[src/rtl/seq_div_16bit_pkg.sv]
// ---------------------------------------------------------------------------
// seq_div_16bit_pkg
// Shared definitions for the iterative arithmetic blocks: datapath widths,
// FSM state encodings and the quotient reported for a zero divisor.
// Other arithmetic FSM blocks import this package too, so the state
// encodings are pinned to fixed values.
// ---------------------------------------------------------------------------
package seq_div_16bit_pkg;

  // Operand/result width; tied to the 16-bit carry-lookahead adder.
  localparam int WIDTH = 16;
  // Iteration counter width; must be able to hold WIDTH.
  localparam int CNT_W = 5;

  // Quotient value returned when the divisor is zero.
  localparam logic [WIDTH-1:0] DIV_ZERO_Q = 16'hFFFF;

  typedef enum logic [1:0] {
    ST_IDLE = 2'd0,
    ST_CALC = 2'd1,
    ST_DONE = 2'd2
  } state_t;

endpackage

[src/rtl/cla_16bit.sv]
// ---------------------------------------------------------------------------
// cla_16bit
// 16-bit carry-lookahead adder built from four 4-bit groups. Each group
// produces generate/propagate terms so the group carries are resolved by
// lookahead instead of rippling through all 16 bits.
// Ports:
//   a, b  : 16-bit addends
//   cin   : carry in
//   sum   : 16-bit sum
//   cout  : carry out of bit 15
// ---------------------------------------------------------------------------
module cla_16bit (
  input  logic [15:0] a,
  input  logic [15:0] b,
  input  logic        cin,
  output logic [15:0] sum,
  output logic        cout
);

  logic [15:0] w_p;
  logic [15:0] w_g;
  logic [16:0] w_c;
  logic [3:0]  w_grpP;
  logic [3:0]  w_grpG;
  logic [4:0]  w_grpC;

  assign w_p = a ^ b;
  assign w_g = a & b;

  // Group-level lookahead: each 4-bit group reports whether it generates a
  // carry or propagates its incoming one, and the carry into each group is
  // derived from those terms. Bit carries inside a group then follow from
  // the group's own carry-in.
  always_comb begin
    w_grpP = '0;
    w_grpG = '0;
    w_grpC = '0;
    w_c    = '0;
    w_grpC[0] = cin;
    for (int k = 0; k < 4; k++) begin
      w_grpP[k] = &w_p[4*k +: 4];
      w_grpG[k] = w_g[4*k+3]
                | (w_p[4*k+3] & w_g[4*k+2])
                | (w_p[4*k+3] & w_p[4*k+2] & w_g[4*k+1])
                | (w_p[4*k+3] & w_p[4*k+2] & w_p[4*k+1] & w_g[4*k]);
      w_grpC[k+1] = w_grpG[k] | (w_grpP[k] & w_grpC[k]);
    end
    for (int k = 0; k < 4; k++) begin
      w_c[4*k] = w_grpC[k];
      for (int j = 0; j < 3; j++) begin
        w_c[4*k+j+1] = w_g[4*k+j] | (w_p[4*k+j] & w_c[4*k+j]);
      end
    end
    w_c[16] = w_grpC[4];
  end

  assign sum  = w_p ^ w_c[15:0];
  assign cout = w_c[16];

endmodule

[src/rtl/seq_div_16bit.sv]
// ---------------------------------------------------------------------------
// seq_div_16bit
// Iterative 16-bit unsigned restoring divider, one quotient bit per clock,
// MSB first. The trial subtraction reuses cla_16bit as rem + ~divisor + 1.
// Ports:
//   clk, rst     : rising-edge clock, asynchronous active-high reset
//   start        : request, sampled only in IDLE or DONE
//   a, b         : dividend / divisor, captured on the accepted start edge
//   q, r         : quotient / remainder, updated only on entry to DONE
//   busy         : high while iterating
//   done         : one-clock pulse when q/r are valid
//   div_by_zero  : set with done when the captured divisor was zero
// ---------------------------------------------------------------------------
module seq_div_16bit
  import seq_div_16bit_pkg::*;
(
  input  logic             clk,
  input  logic             rst,
  input  logic             start,
  input  logic [WIDTH-1:0] a,
  input  logic [WIDTH-1:0] b,
  output logic [WIDTH-1:0] q,
  output logic [WIDTH-1:0] r,
  output logic             busy,
  output logic             done,
  output logic             div_by_zero
);

  state_t           r_state;
  logic [WIDTH-1:0] r_dvd;
  logic [WIDTH-1:0] r_divisor;
  logic [WIDTH-1:0] r_rem;
  logic [WIDTH-1:0] r_quot;
  logic [CNT_W-1:0] r_cnt;

  logic [WIDTH:0]   w_shift;
  logic [WIDTH-1:0] w_diff;
  logic             w_cout;
  logic             w_success;
  logic [WIDTH-1:0] w_remNext;
  logic [WIDTH-1:0] w_quotNext;

  // Shift the next dividend bit into the partial remainder. The result is
  // 17 bits wide because the shifted remainder can exceed 16 bits.
  assign w_shift = {r_rem, r_dvd[WIDTH-1]};

  // Trial subtraction of the divisor from the low 16 bits of the shift.
  cla_16bit u_sub (
    .a    (w_shift[WIDTH-1:0]),
    .b    (~r_divisor),
    .cin  (1'b1),
    .sum  (w_diff),
    .cout (w_cout)
  );

  // The subtraction succeeds if the shift overflowed 16 bits (then it is
  // certainly >= divisor, and the low-16 difference is still exact) or
  // the adder reported no borrow.
  assign w_success  = w_shift[WIDTH] | w_cout;
  assign w_remNext  = w_success ? w_diff : w_shift[WIDTH-1:0];
  assign w_quotNext = {r_quot[WIDTH-2:0], w_success};

  // Control FSM and datapath registers. A start in IDLE or DONE captures
  // the operands; a zero divisor skips the iterations entirely. In CALC
  // the start input and operands are ignored. q and r are only written on
  // entry to DONE so partial results never reach the outputs.
  always_ff @(posedge clk or posedge rst) begin
    if (rst) begin
      r_state     <= ST_IDLE;
      r_dvd       <= '0;
      r_divisor   <= '0;
      r_rem       <= '0;
      r_quot      <= '0;
      r_cnt       <= '0;
      q           <= '0;
      r           <= '0;
      busy        <= 1'b0;
      done        <= 1'b0;
      div_by_zero <= 1'b0;
    end else begin
      done <= 1'b0;
      case (r_state)
        ST_IDLE, ST_DONE: begin
          if (start) begin
            r_dvd     <= a;
            r_divisor <= b;
            r_rem     <= '0;
            r_quot    <= '0;
            r_cnt     <= CNT_W'(WIDTH);
            if (b == '0) begin
              q           <= DIV_ZERO_Q;
              r           <= a;
              div_by_zero <= 1'b1;
              done        <= 1'b1;
              r_state     <= ST_DONE;
            end else begin
              div_by_zero <= 1'b0;
              busy        <= 1'b1;
              r_state     <= ST_CALC;
            end
          end else begin
            r_state <= ST_IDLE;
          end
        end
        ST_CALC: begin
          r_rem  <= w_remNext;
          r_quot <= w_quotNext;
          r_dvd  <= {r_dvd[WIDTH-2:0], 1'b0};
          r_cnt  <= r_cnt - 1'b1;
          if (r_cnt == CNT_W'(1)) begin
            q       <= w_quotNext;
            r       <= w_remNext;
            busy    <= 1'b0;
            done    <= 1'b1;
            r_state <= ST_DONE;
          end
        end
        default: begin
          busy    <= 1'b0;
          r_state <= ST_IDLE;
        end
      endcase
    end
  end

endmodule

[config.mk]
export PLATFORM = sky130hd
export DESIGN_NAME = seq_div_16bit
export DESIGN_NICKNAME = d
export VERILOG_FILES = /design/src/rtl/seq_div_16bit_pkg.sv /design/src/rtl/cla_16bit.sv /design/src/rtl/seq_div_16bit.sv
export SDC_FILE = /design/constraint.sdc
export NUM_CORES = 1
export LEC_CHECK = 0
export CORE_MARGIN = 2
export CORE_UTILIZATION = 55
export DETAILED_ROUTE_END_ITERATION = 8
export DONT_BUFFER_PORTS = 1
export GPL_TIMING_DRIVEN = 0
export HOLD_SLACK_MARGIN = 0.03
export PLACE_DENSITY = 0.7
export REMOVE_ABC_BUFFERS = 1
export SLEW_MARGIN = 20
export SYNTH_ARGS = -nofsm -noshare
export SYNTH_HDL_FRONTEND = slang
export SYNTH_SLANG_ARGS = --single-unit
[constraint.sdc]
create_clock -name clk -period 4.64 [get_ports clk]
set_input_delay 0.928 -clock clk [delete_from_list [all_inputs] [get_ports clk]]
set_output_delay 0.928 -clock clk [all_outputs]
set_load 0.01 [all_outputs]
Word level (Yosys, flattened, before mapping)

Cells that the tools add are included.

Register bits: 105
Bits of input ports: 35
Output and inout bits: 35
Word-level logic and storage cells: 126

Add/subtract/negate cells: 1
Equality and inequality tests: 7
Muxes and demuxes: 28
Bitwise operators: 67
Reduce and logical (&&, ||, !) cells: 12

Operators with widths:

| kind                                                | number |
|---|---|
| two-way mux 16 bit                                  | 9 |
| case mux 16 bit (2 select lines)                    | 4 |
| AND 1 bit                                           | 34 |
| bitwise XOR 16 bit                                  | 2 |
| case mux 15 bit (2 select lines)                    | 1 |
| OR 1 bit                                            | 29 |
| AND reduction 4 bit                                 | 5 |
| AND 16 bit                                          | 1 |
| zero test 16 bit                                    | 1 |
| NOT 16 bit                                          | 1 |
| case mux 5 bit (2 select lines)                     | 1 |
| != test 2 bit, second input constant                | 4 |
| two-way mux 1 bit                                   | 6 |
| two-way mux 2 bit                                   | 3 |
| equality test 5 x 1 -> 1 bit, second input constant | 1 |
| two-way mux 5 bit                                   | 1 |
| subtractor 5 x 1 -> 5 bit, second input constant    | 1 |
| case mux 1 bit (2 select lines)                     | 2 |
| case mux 2 bit (2 select lines)                     | 1 |
| AND reduction 2 bit                                 | 2 |
| AND reduction 3 bit                                 | 1 |
| equality test 2 x 1 -> 1 bit, second input constant | 1 |
| equality test 2 bit, second input constant          | 1 |
| zero test 2 bit                                     | 1 |
| 2 further kinds                                     | 2 |

Logic depth before layout (Yosys ltp)

Gate-level depths: netlist of run 1.

Depth after elaboration: 21
Mapped depth: 13

Modules after synthesis

Synthesis of run 1 repeated with hierarchy kept, for this count alone.

Cell total of the unflattened synthesis: 501
Area total of the unflattened synthesis: 5315.1 µm²

By module, submodules not included:

| module        | times used | cells an instance | area each (µm²) | seq. area each (µm²) |
|---|---|---|---|---|
| seq_div_16bit | 1          | 429               | 4621.9          | 2627.5 |
| cla_16bit     | 1          | 72                | 693.2           | 0.0 |

Worst setup path after synthesis of run 1

Ideal clock, no wire load.

Path kind: reg-to-reg
Start point: register r_rem[10]
End point: register r[14]
Setup time: 82 ps
Arrival time: 3153 ps
Required time: 4558 ps
Setup slack: 1405 ps
Stages on the path, launching flop included: 13
Path through: dfrtp_1 ha_1 nand4_1 or2_1 o2bb2ai_4 buf_2 nor2_1 fa_1 fa_1 fa_1 nor3_1 o21ai_1 a31oi_1

Word-level cells in the longest chain between the ends: 14
Elaborated cells between the ends (all ways): 24
Those cells by class: 3 x mux; 20 x bitwise; 1 x reduce/logical

Ends and longest elaborated chain:

| item                                  | RTL line                                          | RTL |
|---|---|---|
| start: declaration                    | seq_div_16bit.sv:32                               | `logic [WIDTH-1:0] r_rem;` |
| start signal: assignment              | seq_div_16bit.sv:106                              | `r_rem <= w_remNext;` |
| bitwise XOR 16 bit                    | cla_16bit.sv:27                                   | `assign w_p = a ^ b;` |
| AND 1 bit, on equally long branches   | cla_16bit.sv:43, cla_16bit.sv:44, cla_16bit.sv:45 |  |
| OR 1 bit (tied with other cells)      | cla_16bit.sv:43                                   | `\| (w_p[4*k+3] & w_g[4*k+2])` |
| OR 1 bit or AND 1 bit (tied branches) | cla_16bit.sv:44, cla_16bit.sv:45                  |  |
| OR 1 bit                              | cla_16bit.sv:45                                   | `\| (w_p[4*k+3] & w_p[4*k+2] & w_p[4*k+1] & w_g[4*k]);` |
| OR 1 bit *                            | cla_16bit.sv:46                                   | `w_grpC[k+1] = w_grpG[k] \| (w_grpP[k] & w_grpC[k]);` |
| AND 1 bit                             | cla_16bit.sv:51                                   | `w_c[4*k+j+1] = w_g[4*k+j] \| (w_p[4*k+j] & w_c[4*k+j]);` |
| OR 1 bit                              | cla_16bit.sv:51                                   |  |
| AND 1 bit                             | cla_16bit.sv:51                                   |  |
| OR 1 bit                              | cla_16bit.sv:51                                   |  |
| bitwise XOR 16 bit                    | cla_16bit.sv:57                                   | `assign sum = w_p ^ w_c[15:0];` |
| two-way mux 16 bit *                  | seq_div_16bit.sv:60                               | `assign w_remNext = w_success ? w_diff : w_shift[WIDTH-1:0];` |
| two-way mux 16 bit *                  | seq_div_16bit.sv:110                              | `if (r_cnt == CNT_W'(1)) begin` |
| case mux 16 bit (2 select lines) *    | seq_div_16bit.sv:82                               | `case (r_state)` |
| end signal: assignment                | seq_div_16bit.sv:112                              | `r <= w_remNext;` |
| end: declaration                      | seq_div_16bit.sv:23                               | `output logic [WIDTH-1:0] r,` |

Mark *: on every way between the ends. The rest lies on a longest branch, timed or not. The select of a mux whose other input is x is not followed.
A chain may end at the register's enable or synchronous reset.

Worst setup path in the final report of run 1

Same ends and word-level chain as after synthesis.

==> impl_results.md, run 1 <==
* Status: completed
* Placed cell area at 0.00536 sq mm
* Worst path buffer plus inverter count at 0
* CP required at 4.93 ns
* Final setup fails at 0
* Num ports at 70
* Clock slew at reported path FFs at about 0.10 ns
* Worst path most repeated cell: fa_1
* Arr. time, crit path at roughly 3.8 ns
* RSZ-0062 raised after global routing: no
* Worst-path cell chain: ha_1 > nand4_1 > or2_1 > o2bb2ai_4 > nor2_1 > fa_1 > fa_1 > fa_1 > nor3_1 > o21ai_1 > a31oi_1
* Number of global-route vias before repair at between 3,000 and 4,000
* Hold Crit Class: in -> async
* Unique cell type count in the Yosys netlist at 43
* Port Buf Inserts at 0
* Drt wl/cell at 16.6 um
* Die width at 102 um
* Worst Slack Setup Final at roughly 1.1 ns
* First-pass GRT wire length at 18,800 um
* Post-Route WL at approximately 11,000 um
* Leakage power at between 2 and 2.5 nW
* Vias at slightly below 4,000
* Starting Density at between 50% and 60%
* Cell at the slowest stage of the critical path: fa_1
* Total gr overflow at 0
* Post-route worst hold slack at 0.358 ns
* Total track usage at 23.2%
* Fmax at about 290 MHz
* Clock sinks at ~110
* Worst-margin pin slew at about 1.0 ns
* M2 GR Usage at ~37%
* Hpwl dp at around 7800 um
* Period utilization at between 70% and 80%
* Worst slack at placement at ~1.2 ns
* Setup Buffers After CTS at 0
* Root Driver: clkbuf_8
* Max Slew Vio Count at 0
* Core area at 0.00924 sq mm
* Critical path fanouts, max at 19
* CTS tree: done
* RePlAce Congestion at between 0.8 and 0.9
* Synthesis-to-layout area growth at 6.86%
* GR Layer Usage met1 at 31.7%
* Setup TNS at 0 ns
* Area leader, netlist: dfrtp_1
* Die height at between 100 and 150 um
* Final Instance Area at about 0.0056 sq mm
* Die Area at 0.0103 sq mm
* MaxCap Viol Count at 0
* Largest net degree at the start of global routing at 80
* Seq cells post-synth at about 110
* Post_cts resized at 0
* Post-synthesis async set-or-reset flop share at 100%
* Most frequent cells in the layout: dfrtp_1, nand2_1, nor2_1, a21oi_1, inv_1
* Pwr Total at between 4 and 5 mW
* Sequential fraction of the synthesis area at about half
* Initial antenna violation count at 0
* Crit. End Element: flip-flop
* Pre-Repair DR Iteration Count at 5
* Slew margin rel. at approximately 33%
* VDD IR-drop max at slightly above 0.5 mV
* Diodes inserted at 0
* GR Util met3 at around 6.6%
* Cell count after synthesis at between 500 and 600
* Startpoint Class: flip-flop
* Setup Skew at approximately 0.009 ns
* Pwr/cell area at just under 800 mW/mm^2
* Yosys Warn Count at 0
* Row count at 35
* Fill count at slightly below 800
* Initial drt markers at ~200
* Commonest non-fill, non-tap cell in the layout: dfrtp_1
* Num CTS Buffers at 9
* # nets final at around 600
* Antenna Violating Nets Remaining at 0
* Synth area leaders: dfrtp_1, nand2_1, ha_1
* Post-synth EDFFs at 0
* Vias per cell at between 5 and 6
* CTS Hold Bufs at 0
* Share of cells above drive strength 1 at under 10%
* Avg Cell Area, Syn at around 9.4 sq um
* CP delay by family, top: adder cells
* Final hold violations at 0
* Area share of the largest cell type after synthesis at between 50% and 60%
* Crit path kind: reg -> reg
* Grt peak-use layer: met2
* Synth Flop Type: dfrtp_1
* CP max stage delay at 0.45 ns
* Clk buf depth at 2
* Period minus WS final at between 3 and 4 ns
* Residual DRC at 0
* Post-Syn Area at about 0.0052 sq mm
* Worst skew pair latency at 0.37 ns
* # H-tree levels at 3
-- cell families (layout without fill, tap and decap cells) --
| kind of cell | after synthesis | in the layout | share of synthesized area (%) |
|---|---|---|---|
| and+or+nand+nor | 216 | 216 | 17.7 |
| xor gates and xnor gates | 4 | 4 | 0.670 |
| DFF | 105 | 105 | 50.2 |
| adders and majority gates | 30 | 30 | 8.75 |
| AOI/OAI and AO/OA | 136 | 136 | 17.1 |
| buffers and inverters | 67 | 54 | 5.55 |
-- cells in the mapped netlist, drive strengths merged (2+ instances only) --
cell type	count
ha	19
a22oi	14
fa	11
nand3	18
dfrtp	105
nor2b	2
o21ai	35
nand4	4
inv	33
xor2	3
a21oi	35
nor4	4
o211ai	23
nand2	98
or2	2
nand2b	2
nor3	28
nor2	54
o2bb2ai	2
a31oi	18
buf	16
clkbuf	17
a22o	2
-- final timing paths --
check / from / to / slack, ns / cells after the start
max reg2reg: r_rem[10]$_DFFE_PP0P_ / r[14]$_DFFE_PP0P_ / 1.13 / 11
min in group clk: r_cnt[4]$_DFFE_PP0P_ / r_cnt[4]$_DFFE_PP0P_ / 0.48 / 1
min: rst / q[4]$_DFFE_PP0P_ / 0.36 / 1
max in group asynchronous: rst / r_divisor[10]$_DFFE_PP0P_ / 3.63 / 2
min reg2reg: r_cnt[4]$_DFFE_PP0P_ / r_cnt[4]$_DFFE_PP0P_ / 0.48 / 1
max: r_rem[10]$_DFFE_PP0P_ / r[14]$_DFFE_PP0P_ / 1.13 / 11
-- layout make-up --
type | count | area (sq um) | area share (%)
Sequential cell | 105 | 2630 | 47.0
Clock buffer | 10 | 138 | 2.46
Multi-Input combinational cell | 386 | 2340 | 41.8
Clock inverter | 6 | 96.3 | 1.72
Tap cell | 129 | 161 | 2.89
Inverter | 34 | 134 | 2.39
Timing Repair Buffer | 4 | 95.1 | 1.70
-- metal layers --
metal  part of all wire, %  vias up  wire length [um]
met5                     0        -                 0
met4                   1.0        0               115
met3                   6.5       12               728
met2                    48       93              5350
met1                    45     1876              5010
li1                      -     1886                 -
-- report_power, final --
| group | switching (mW) | leakage, nW | total, mW | internal [mW] |
|---|---|---|---|---|
| sequential | 0.378 | 1.29 | 1.71 | 1.33 |
| clock | 0.331 | 0.115 | 0.657 | 0.326 |
| combinational | 1.25 | 1.07 | 2.03 | 0.781 |
| total | 1.96 | 2.47 | 4.40 | 2.44 |
-- per-stage QoR --
step | utilization (%) | cells
2_1_floorplan | - | 525
3_3_place_gp | 56.6 | 654
3_5_place_dp | 58.0 | 658
4_1_cts | 60.5 | 674
5_1_grt | 60.5 | 674
6_report | 60.5 | 674
-- registers in the layout (all words and copies together), names as in the netlist --
signal       cells
busy             1
done             1
r_cnt            5
q               16
r               16
div_by_zero      1
r_quot          15
r_dvd           16
r_rem           16
r_state          2
r_divisor       16
(Power assumes the default switching activity.)
==> inputs of run 2 (changes only) <==
--- a/config.mk
+++ b/config.mk
@@ -11,7 +11,7 @@
 export DONT_BUFFER_PORTS = 1
 export GPL_TIMING_DRIVEN = 0
 export HOLD_SLACK_MARGIN = 0.03
-export PLACE_DENSITY = 0.7
+export PLACE_DENSITY = 0.73
 export REMOVE_ABC_BUFFERS = 1
 export SLEW_MARGIN = 20
 export SYNTH_ARGS = -nofsm -noshare
==> constraint.sdc (replaced) <==
create_clock -name clk -period 3.2 [get_ports clk]
set_input_delay 0.64 -clock clk [delete_from_list [all_inputs] [get_ports clk]]
set_output_delay 0.64 -clock clk [all_outputs]
set_load 0.01 [all_outputs]
==> impl_results.md, run 2 (synthesis gave the netlist of run 1 again) <==
* Status: completed (unchanged)
* Critical path fanouts, max at 4 (was 19)
* Placed insts at 657 (was 658)
* Number of global-route vias before repair at 3,825 (was 3,813)
* Crit path kind: reg -> reg (unchanged)
* Worst slack at placement at -0.282 ns (was 1.17 ns)
* Worst-margin pin slew at 0.989 ns (was 1.01 ns)
* Final hold violations at 0 (unchanged)
* Vias per cell at 6.05 (was 5.74)
* Worst path buffer plus inverter count at 0 (unchanged)
* RePlAce Congestion at 0.870 (was 0.859)
* Total gr overflow at 0 (unchanged)
* Num ports at 70 (unchanged)
* Core area at 0.00924 sq mm (unchanged)
* Drt wl/cell at 17.4 um (was 16.6 um)
* Worst-path cell chain: ha_1 > nand4_1 > or2_4 > o2bb2ai_4 > nor2_1 > fa_2 > fa_2 > fa_1 > nor3_2 > o21ai_1 > a31oi_1 (was ha_1 > nand4_1 > or2_1 > o2bb2ai_4 > nor2_1 > fa_1 > fa_1 > fa_1 > nor3_1 > o21ai_1 > a31oi_1)
* Die Area at 0.0103 sq mm (unchanged)
* CTS tree: done (unchanged)
* Initial drt markers at 248 (was 201)
* Worst skew pair latency at 0.37 ns (about the same)
* Vias at 4,150 (was 3,867)
* Final setup fails at 0 (unchanged)
* Leakage power at 2.52 nW (was 2.47 nW)
* Initial antenna violation count at 0 (unchanged)
* Starting Density at 56.6% (unchanged)
* Die width at 102 um (unchanged)
* Synthesis-to-layout area growth at 9.28% (was 6.86%)
* Setup Skew at 0.0101 ns (was 0.00927 ns)
* Num CTS Buffers at 9 (unchanged)
* Period minus WS final at 3.08 ns (was 3.51 ns)
* Largest net degree at the start of global routing at 62 (was 80)
* Startpoint Class: flip-flop (unchanged)
* Pwr/cell area at 1160 mW/mm^2 (was 787 mW/mm^2)
* # nets final at 617 (was 605)
* Clock sinks at 105 (unchanged)
* Slew margin rel. at 34.0% (was 32.7%)
* Residual DRC at 0 (unchanged)
* Pwr Total at 6.61 mW (was 4.40 mW)
* Commonest non-fill, non-tap cell in the layout: dfrtp_1 (unchanged)
* Share of cells above drive strength 1 at 10.6% (was 6.24%)
* Finished Layout Cells at 686 (was 674)
* CP delay by family, top: adder cells (unchanged)
* Diodes inserted at 0 (unchanged)
* Clock slew at reported path FFs at 0.11 ns (was 0.10 ns)
* Pre-Repair DR Iteration Count at 5 (unchanged)
* Most frequent cells in the layout: dfrtp_1, nand2_1, nor2_1, a21oi_1, inv_1 (unchanged)
* Period utilization at 96.2% (was 75.6%)
* Worst path most repeated cell: fa_2 (was fa_1)
* Arr. time, crit path at 3.36 ns (was 3.80 ns)
* CTS Hold Bufs at 0 (unchanged)
* Antenna Violating Nets Remaining at 0 (unchanged)
* CP required at 3.49 ns (was 4.93 ns)
* Hold Crit Class: in -> async (unchanged)
* Worst Slack Setup Final at 0.123 ns (was 1.13 ns)
* Root Driver: clkbuf_8 (unchanged)
* # H-tree levels at 3 (unchanged)
* Die height at 102 um (unchanged)
* Crit. End Element: flip-flop (unchanged)
* Hpwl dp at 8050 um (was 7820 um)
* Row count at 35 (unchanged)
* Total track usage at 23.7% (was 23.2%)
* Post-Route WL at 11,900 um (was 11,200 um)
* CP max stage delay at 0.46 ns (was 0.45 ns)
* Cell at the slowest stage of the critical path: fa_1 (unchanged)
* Port Buf Inserts at 0 (unchanged)
* Fmax at 325 MHz (was 285 MHz)
* Clk buf depth at 2 (unchanged)
* Max Slew Vio Count at 0 (unchanged)
* VDD IR-drop max at 0.700 mV (was 0.510 mV)
* First-pass GRT wire length at 18,900 um (was 18,800 um)
* MaxCap Viol Count at 0 (unchanged)
[run 2: cell count changes in the layout (fill, tap and decap cells not counted), moves of 3 or more]
| cell | change |
|---|---|
| dfrtp_2 | +3 |
| dfrtp_1 | -3 |
| buf_4 | +13 |
| ha_4 | +3 |
| ha_1 | -3 |
[run 2: worst reg2reg max path, cell delays in order, from the launching register on]
cell and delay [ns]:
dfrtp_2 0.45, ha_1 0.30, nand4_1 0.11, or2_4 0.28, o2bb2ai_4 0.14, nor2_1 0.08
fa_2 0.35, fa_2 0.35, fa_1 0.46, nor3_2 0.17, o21ai_1 0.11, a31oi_1 0.21
[run 2: area by class of cell]
cell class,instances,area (sq um)
clock inverter,7,101
fill,766,3520
multi-input combinational,386,2390
clock buffer,9,124
tap,129,161
sequential,105,2630
inverter,34,134
timing repair buffer,16,173
[run 2: repair_timing]
| item | 4_1_cts | 5_1_grt |
|---|---|---|
| cloned | 0 | 0 |
| gates resized for setup | 1 | 12 |
| endpoints found under the setup margin | 4 | 4 |
| endpoints found under the hold margin | 0 | 0 |
| setup buffers | 2 | 11 |
| pin swaps | 1 | 4 |
[run 2: through the flow]
step	hold slack [ns]	TNS, ns	cell area (sq um)	utilization [%]
after floorplan	0.437	-52.88	5070	-
after global placement	0.457	-281.43	5230	56.6
after detailed placement	0.465	-0.937	5340	57.8
after CTS	0.141	0	5590	60.5
after global routing	0.142	-0.0101	5720	61.9
final	0.131	0	5720	61.9
[run 2: routing by layer]
| layer | track usage, % | vias up | share of wire (%) |
|---|---|---|---|
| met3 | 7.32 | 24 | 7.0 |
| li1 | - | 1912 | - |
| met1 | 31.7 | 2082 | 41 |
| met5 | 0 | - | 0 |
| met4 | 7.48 | 0 | 1.9 |
| met2 | 37.3 | 132 | 50 |
[run 2: report_power, final]
| part | switching, mW | leakage (nW) | internal [mW] |
|---|---|---|---|
| clock network | 0.476 | 0.112 | 0.449 |
| registers | 0.544 | 1.28 | 1.93 |
| logic | 1.94 | 1.13 | 1.27 |
[run 2: final timing paths]
kind	from	slack [ns]	endpoint	depth (start not counted)
setup / recovery	r_rem[5]$_DFFE_PP0P_	0.12	r[14]$_DFFE_PP0P_	11
hold / removal	rst	0.13	q[9]$_DFFE_PP0P_	1
setup reg to reg	r_rem[5]$_DFFE_PP0P_	0.12	r[14]$_DFFE_PP0P_	11
hold reg to reg	r_dvd[12]$_DFFE_PP0P_	0.49	r_dvd[12]$_DFFE_PP0P_	2
max in group asynchronous	rst	2.43	r_rem[9]$_DFFE_PP0P_	2
min in group clk	b[12]	0.39	r_divisor[12]$_DFFE_PP0P_	2
